**config.mk**
```make
export PLATFORM = sky130hd
export DESIGN_NAME = watch_scanner
export DESIGN_NICKNAME = d
export VERILOG_FILES = /design/src/rtl/watch_scanner.sv
export SDC_FILE = /design/constraint.sdc
export NUM_CORES = 1
export LEC_CHECK = 0
export BUFFER_PORTS_ARGS = -buffer_cell sky130_fd_sc_hd__buf_2
export CAP_MARGIN = 20
export CELL_PAD_IN_SITES_DETAIL_PLACEMENT = 1
export CELL_PAD_IN_SITES_GLOBAL_PLACEMENT = 2
export CORE_MARGIN = 1
export CORE_UTILIZATION = 33
export CTS_BUF_LIST = sky130_fd_sc_hd__clkbuf_4
export CTS_CLUSTER_SIZE = 40
export DETAILED_ROUTE_END_ITERATION = 10
export GPL_TIMING_DRIVEN = 0
export MAX_ROUTING_LAYER = met4
export PLACE_DENSITY = 0.89
export SKIP_CTS_REPAIR_TIMING = 1
export SYNTH_ARGS = -nofsm -noshare
export SYNTH_HDL_FRONTEND = slang
export SYNTH_SLANG_ARGS = --single-unit
```
**constraint.sdc**
```tcl
create_clock -name clk -period 5.7 [get_ports clk]
set_clock_uncertainty 0.15 [all_clocks]
set_input_delay 0 -clock clk [delete_from_list [all_inputs] [get_ports clk]]
set_output_delay 0 -clock clk [all_outputs]
set_load 0.02 [all_outputs]
```
**src/rtl/watch_scanner.sv**
```systemverilog
// rtl/watch_scanner.sv - walks both watch lists of a falsified literal, drives the
// clause evaluator, and issues watch moves, unit implications or a conflict report.
module watch_scanner #(
  parameter int MAX_CLAUSES = 256,
  parameter int MAX_VARS    = 256
) (
  input  logic        clk,
  input  logic        rst,
  input  logic        start,
  input  logic [15:0] scan_idx,
  input  logic        abort,
  output logic        busy,
  output logic        done,
  output logic        conflict,
  output logic [15:0] conflict_clause_id,
  output logic        loop_err,
  output logic [15:0] rd_head_idx,
  input  logic [15:0] rd_head1,
  input  logic [15:0] rd_head2,
  output logic [15:0] rd_clause_id,
  input  logic [15:0] rd_w1,
  input  logic [15:0] rd_w2,
  input  logic [15:0] rd_next1,
  input  logic [15:0] rd_next2,
  output logic        eval_req,
  output logic [15:0] eval_clause_id,
  output logic [15:0] eval_false_w,
  output logic [15:0] eval_other_w,
  input  logic        eval_ack,
  input  logic [1:0]  eval_result,
  input  logic [15:0] eval_new_w,
  input  logic [15:0] eval_new_idx,
  output logic        move_en,
  output logic [15:0] move_clause_id,
  output logic        move_list_sel,
  output logic [15:0] move_new_w,
  output logic [15:0] move_old_idx,
  output logic [15:0] move_new_idx,
  output logic [15:0] move_prev_id,
  output logic        unit_valid,
  input  logic        unit_ready,
  output logic [15:0] unit_lit,
  output logic [15:0] unit_clause_id
);

  localparam logic [15:0] NIL        = 16'hFFFF;
  localparam logic [16:0] IDX_LIMIT  = 17'(2 * MAX_VARS);
  localparam logic [16:0] ITER_LIMIT = 17'(MAX_CLAUSES);

  typedef enum logic [2:0] {
    S_IDLE, S_HEAD, S_FETCH, S_EVAL, S_MOVE, S_UNIT, S_NEXT, S_DONE
  } state_t;

  state_t      state;
  logic        sel;
  logic [15:0] scan_q;
  logic [15:0] cur;
  logic [15:0] prev;
  logic [15:0] nxt;
  logic [16:0] iter;
  logic [16:0] iter_inc;
  logic [15:0] head_sel;

  assign iter_inc = iter + 17'd1;
  assign head_sel = sel ? rd_head2 : rd_head1;

  always_ff @(posedge clk) begin
    if (rst) begin
      state              <= S_IDLE;
      sel                <= 1'b0;
      scan_q             <= 16'd0;
      cur                <= 16'd0;
      prev               <= NIL;
      nxt                <= NIL;
      iter               <= 17'd0;
      busy               <= 1'b0;
      done               <= 1'b0;
      conflict           <= 1'b0;
      conflict_clause_id <= NIL;
      loop_err           <= 1'b0;
      rd_head_idx        <= NIL;
      rd_clause_id       <= NIL;
      eval_req           <= 1'b0;
      eval_clause_id     <= 16'd0;
      eval_false_w       <= 16'd0;
      eval_other_w       <= 16'd0;
      move_en            <= 1'b0;
      move_clause_id     <= 16'd0;
      move_list_sel      <= 1'b0;
      move_new_w         <= 16'd0;
      move_old_idx       <= 16'd0;
      move_new_idx       <= 16'd0;
      move_prev_id       <= NIL;
      unit_valid         <= 1'b0;
      unit_lit           <= 16'd0;
      unit_clause_id     <= 16'd0;
    end else if (abort && state != S_IDLE) begin
      state      <= S_IDLE;
      busy       <= 1'b0;
      done       <= 1'b0;
      conflict   <= 1'b0;
      loop_err   <= 1'b0;
      eval_req   <= 1'b0;
      unit_valid <= 1'b0;
      move_en    <= 1'b0;
    end else begin
      case (state)
        S_IDLE: begin
          if (start) begin
            scan_q <= scan_idx;
            sel    <= 1'b0;
            prev   <= NIL;
            if ({1'b0, scan_idx} >= IDX_LIMIT) begin
              done  <= 1'b1;
              state <= S_DONE;
            end else begin
              busy        <= 1'b1;
              rd_head_idx <= scan_idx;
              state       <= S_HEAD;
            end
          end
        end

        // Clearing nxt here lets an empty list fall straight through NEXT.
        S_HEAD: begin
          cur  <= head_sel;
          nxt  <= NIL;
          iter <= 17'd0;
          if (head_sel == NIL) begin
            state <= S_NEXT;
          end else begin
            rd_clause_id <= head_sel;
            state        <= S_FETCH;
          end
        end

        // The successor is captured now because a later move rewrites next[cur].
        S_FETCH: begin
          nxt            <= sel ? rd_next2 : rd_next1;
          eval_clause_id <= cur;
          eval_false_w   <= sel ? rd_w2 : rd_w1;
          eval_other_w   <= sel ? rd_w1 : rd_w2;
          eval_req       <= 1'b1;
          state          <= S_EVAL;
        end

        S_EVAL: begin
          if (eval_ack) begin
            eval_req <= 1'b0;
            case (eval_result)
              2'd0: begin
                prev  <= cur;
                state <= S_NEXT;
              end
              2'd1: begin
                move_en        <= 1'b1;
                move_clause_id <= cur;
                move_list_sel  <= sel;
                move_new_w     <= eval_new_w;
                move_old_idx   <= scan_q;
                move_new_idx   <= eval_new_idx;
                move_prev_id   <= prev;
                state          <= S_MOVE;
              end
              2'd2: begin
                unit_valid     <= 1'b1;
                unit_lit       <= eval_other_w;
                unit_clause_id <= cur;
                state          <= S_UNIT;
              end
              default: begin
                conflict           <= 1'b1;
                conflict_clause_id <= cur;
                done               <= 1'b1;
                busy               <= 1'b0;
                state              <= S_DONE;
              end
            endcase
          end
        end

        // A move back into the same list keeps the clause as the new predecessor.
        S_MOVE: begin
          move_en <= 1'b0;
          if (move_new_idx == scan_q) prev <= cur;
          state <= S_NEXT;
        end

        S_UNIT: begin
          if (unit_ready) begin
            unit_valid <= 1'b0;
            prev       <= cur;
            state      <= S_NEXT;
          end
        end

        S_NEXT: begin
          if (iter_inc >= ITER_LIMIT) begin
            loop_err <= 1'b1;
            done     <= 1'b1;
            busy     <= 1'b0;
            state    <= S_DONE;
          end else if (nxt != NIL) begin
            cur          <= nxt;
            rd_clause_id <= nxt;
            iter         <= iter_inc;
            state        <= S_FETCH;
          end else if (!sel) begin
            sel   <= 1'b1;
            prev  <= NIL;
            state <= S_HEAD;
          end else begin
            done  <= 1'b1;
            busy  <= 1'b0;
            state <= S_DONE;
          end
        end

        S_DONE: begin
          done     <= 1'b0;
          conflict <= 1'b0;
          loop_err <= 1'b0;
          state    <= S_IDLE;
        end

        default: state <= S_IDLE;
      endcase
    end
  end

endmodule

```
Yosys cells after proc, flatten, opt, wreduce, memory -nomap -nowiden
Index checks and enable logic that the tools add are counted.
W data, S select, Z words.
{"block": "totals", "out_inout_bits": 216, "regBits": 301, "word_cells": 164, "in_bits": 152}
{"block": "op_classes", "reduce_logical": 36, "order_cmp": 2, "add_sub_neg": 1, "muxes": 64, "eq_ne": 30, "bitwise": 3}
{"cell": "$mux W16", "count": 15}
{"cell": "$pmux W16 S2", "count": 3}
{"cell": "$pmux W16 S5", "count": 1}
{"cell": "$mux W17", "count": 2}
{"cell": "$pmux W17 S2", "count": 1}
{"cell": "$ne A2 B2 Y1 const B", "count": 16}
{"cell": "$mux W1", "count": 24}
{"cell": "$mux W3", "count": 8}
{"cell": "$pmux W3 S8", "count": 1}
{"cell": "$reduce_and A4 Y1", "count": 6}
{"cell": "$add A17 B1 Y17 const B", "count": 1}
{"cell": "$ge A17 B9 Y1 const B", "count": 1}
{"cell": "$eq A16 B16 Y1", "count": 1}
{"cell": "$eq A16 B16 Y1 const B", "count": 1}
{"cell": "$ge A16 B10 Y1 const B", "count": 1}
{"cell": "$ne A16 B16 Y1 const B", "count": 1}
{"cell": "$reduce_bool A2 Y1", "count": 8}
{"cell": "$reduce_and A7 Y1", "count": 2}
{"cell": "$eq A3 B3 Y1 const B", "count": 4}
{"cell": "$pmux W1 S2", "count": 6}
{"cell": "$reduce_and A3 Y1", "count": 4}
{"cell": "$reduce_and A10 Y1", "count": 1}
{"cell": "$reduce_and A5 Y1", "count": 2}
{"cell": "$reduce_and A2 Y1", "count": 4}
{"cell": "other kinds (17)", "count": 22}

Logic depth before layout (Yosys ltp)
{"block": "logic_depth", "depth_word": 5, "mapped_depth": 9, "mapped_depth_nobuf": 7}

Worst setup path before layout
No wires, ideal clock.
{"block": "synth_path", "path_kind": "register to register", "start": "reg iter[0]", "end": "reg cur[10]", "setup_time_ps": 121, "required_ps": 5429, "stages_incl_launch_ff": 9, "n_path_buf": 1, "synth_period_minus_slack_ps": 2757, "arrival_ps": 2486, "slack_ps": 2943, "cell_sequence": "dfxtp_1 ha_1 nand3_1 nor2_1 or4_1 a211oi_4 o21ai_2 buf_6 mux2_4"}
{"block": "synth_between", "elab_chain_cells": 4}
{"item": "from (decl)", "line_no": "60", "source": "logic [16:0] iter;"}
{"item": "from (signal assigned)", "line_no": "206", "source": "iter <= iter_inc;"}
{"item": "$add A17 B1 Y17", "line_no": "64", "source": "assign iter_inc = iter + 17'd1;"}
{"item": "$ge A17 B9 Y1", "line_no": "198", "source": "if (iter_inc >= ITER_LIMIT) begin"}
{"item": "$ne A2 B2 Y1 (no line)"}
{"item": "$reduce_and A4 Y1 (no line)"}
{"item": "to (signal assigned)", "line_no": "126", "source": "cur <= head_sel;"}
{"item": "to (signal assigned)", "line_no": "204", "source": "cur <= nxt;"}
{"item": "to (decl)", "line_no": "57", "source": "logic [15:0] cur;"}
Every way passes these cells.
A chain may end at the register's enable or synchronous reset.

Worst setup path after layout
{"block": "layout_path", "start": "reg sel", "end": "reg eval_other_w[11]"}
{"block": "layout_between", "elab_chain_cells": 1}
{"item": "from (decl)", "line_no": "55", "source": "logic sel;"}
{"item": "from (signal assigned)", "line_no": "70", "source": "sel <= 1'b0;"}
{"item": "from (signal assigned)", "line_no": "111", "source": "sel <= 1'b0;"}
{"item": "from (signal assigned)", "line_no": "209", "source": "sel <= 1'b1;"}
{"item": "$mux W16", "line_no": "142", "source": "eval_other_w <= sel ? rd_w1 : rd_w2;"}
{"item": "to (signal assigned)", "line_no": "142"}
{"item": "to (decl)", "line_no": "28", "source": "output logic [15:0] eval_other_w,"}
Every way passes these cells.

==> reports/metrics.cfg <==
[layout]
layout-drive-gt1-share = 0.244
largest_reg_flops = 17
nFillCells = 4645
area_growth_pct = 49.0
layout_commonest_cell = nand2_1
stdcell_count = 2814
layout_common_cells = 376 x nand2_1, 367 x buf_2, 301 x dfxtp_1
final_cell_area_sq_um = 19000
final_util = 0.503
regMostFlops = iter
final_nets = 2389

[critical_path]
cp.arrival_ns = 4.80
cp-end-kind = register
worstPathRequired_ns = 6.26
crit_fanout = 10
cp-start-kind = register
reg2reg_from = sel
path_class = register to register
r2r_slack_ns = 1.46
r2r_cells = 7
rr_endpoint = eval_other_w[11]

[synth]
avgSynthCellArea_sq_um = 8.44
syn_nets = 1672
ys_async_sr_fraction = 0
synth_edf_count = 0
ys_seq_area_frac = 0.472
synth.cell_area_sq_um = 12800
synth.distinct_cells = 64
yosys_warnings = 0
syn_inst = 1515
synth-seq-cells = 301
synth_top_flop_cell = dfxtp_1

[sta]
worst_pin_slew_ns = 1.07
max-slew-margin-rel = 0.279
final-setup-viol-count = 0
drv_slew = 0
setup_tns_ns = 0
finalCritPeriodShare = 0.745
rsz0062_at_grt = no
hold_viol_final = 1
holdWs_ns = -0.0144
post-route-min-period_ns = 4.24
fmax_mhz = 236

[die]
num_rows = 71
die_w_microns = 199
start_util = 0.338
fp.dieH_microns = 199
die_area_sq_um = 39500
coreArea_sq_um = 37800
ioPinCount = 368

[grt]
grt_pass1_wl_microns = 72900
grt_pass1_vias = 12900
antenna_found_initial = 5
grt_max_degree = 12
overflow = 0
grtUsageTotal = 0.250

[cts]
cts-root-buf = clkbuf_4
clock_latency_ns = 0.78
clk_pin_slew_worst_paths_ns = 0.08
cts_htree_levels = 3
cts_tree = yes
cts.path.max_buffers = 3
cts_buffers = 85
cts_sinks = 301

[drt]
post_drt_via_cell_ratio = 5.14
drc = 0
postRouteAntennaNets = 0
vias = 14500
first_pass_iters = 5
finalWirelength_microns = 60200
wl_per_cell_microns = 21.4
wl_met3_microns = 3340
wl_met2_microns = 29900
initialDrtViolationCount = 670
met1Wirelength_microns = 24100
maxUsedRoutingLayer = met4

[pwr]
switching_share = 0.361
ir_drop_mv = 0.173
power_switching_uw = 2440
leakage_uw = 0.00817
pwr-share-clk = 0.316
pwr-share-seq = 0.370
power.density_nw_per_um2 = 356
p_int_uw = 4330
pwr-share-comb = 0.314

[placement]
gp_congestion = 0.872
numPortBuffers = 366
place_inst = 2393
dp_hpwl_microns = 37300
placed_cell_area_sq_um = 15300

[flow_run]
maxCapViolCount = 0

[outcome]
status = finished with violations
violations = negative hold slack

[worst_hold_path]
holdPathStages = 4
hold_class = input pin to register
min_from = rd_w2[13]
hold_path_end = eval_false_w[13]

==> kinds of logic after synthesis <==
kind of cell | Yosys count | synth area share
xor+xnor | 18 | 0.0123
compound gates | 269 | 0.132
flops | 301 | 0.472
fa+ha+maj | 5 | 0.00490
mux | 122 | 0.101
buf+inv | 113 | 0.0350
simple gates | 687 | 0.243
==> worst max-delay path by stage <==
stage,from,end,cells past startpoint,slack [ns]
after global routing,sel,eval_other_w[11],7,1.34
after CTS,iter[0],cur[10],8,2.38
after detailed placement,iter[0],cur[8],8,2.38
after floorplan,iter[0],cur[10],8,2.94
final,sel,eval_other_w[11],7,1.46
after global placement,state[1],eval_false_w[2],6,2.09
==> through the flow <==
| stage | power [uW] | worst slack [ns] |
|---|---|---|
| 3_3_place_gp | 4290 | 2.09 |
| 5_1_grt | 7090 | 1.34 |
| 3_5_place_dp | 4350 | 2.38 |
| 6_report | 6780 | 1.46 |
| 2_1_floorplan | 3680 | 2.94 |
| 4_1_cts | 6480 | 2.38 |
==> cell type report <==
type	instances	area (sq um)	area share
diodes	5	12.5	0.000657
multi-input cells	1101	6310	0.331
inverters	7	26.3	0.00138
clock inverters	19	126	0.00664
flip-flops and latches	301	6030	0.316
repair buffers	630	4470	0.235
plain buffers	106	422	0.0221
clock buffers	134	1010	0.0528
well taps	511	639	0.0336
==> cells in the mapped netlist (7+ instances only) <==
master,count,area (sq um)
dfxtp_1,301,6030
o21ai_0,10,50.1
nand2b_1,27,169
o22ai_1,17,106
xor2_1,16,140
and3_1,10,62.6
nand3b_1,43,323
and2_1,7,43.8
mux2_2,25,282
nand3_1,18,90.1
nand4_1,13,81.3
nor2b_1,35,219
inv_1,7,26.3
a211oi_1,38,285
mux2i_1,89,891
nor2_1,133,499
a21o_1,8,60.1
clkbuf_1,97,364
mux2_4,8,120
nor3_1,7,35.0
a21oi_1,160,801
nand2_1,376,1410
==> per-layer routing <==
layer	GRT usage	up-vias
li1	-	6643
met1	0.310	7049
met2	0.399	563
met3	0.0485	210
met4	0.100	0
met5	-	-
==> critical path, stage by stage (launching register included) <==
cell and delay, ns:
dfxtp_1 0.31, clkbuf_1 0.43, buf_1 0.77, clkbuf_1 0.72
mux2i_1 0.24, dlygate4sd3_1 0.64, a211oi_1 0.30, dlygate4sd3_1 0.61
==> power groups by stage <==
stage	logic [uW]	clock network (uW)	registers, uW
global placement	1760	0	2530
floorplan	1120	0	2560
global route	2280	2290	2520
detailed placement	1810	0	2540
CTS	1820	2170	2490
finish	2130	2140	2500
Power figures use the tool's default switching activity.
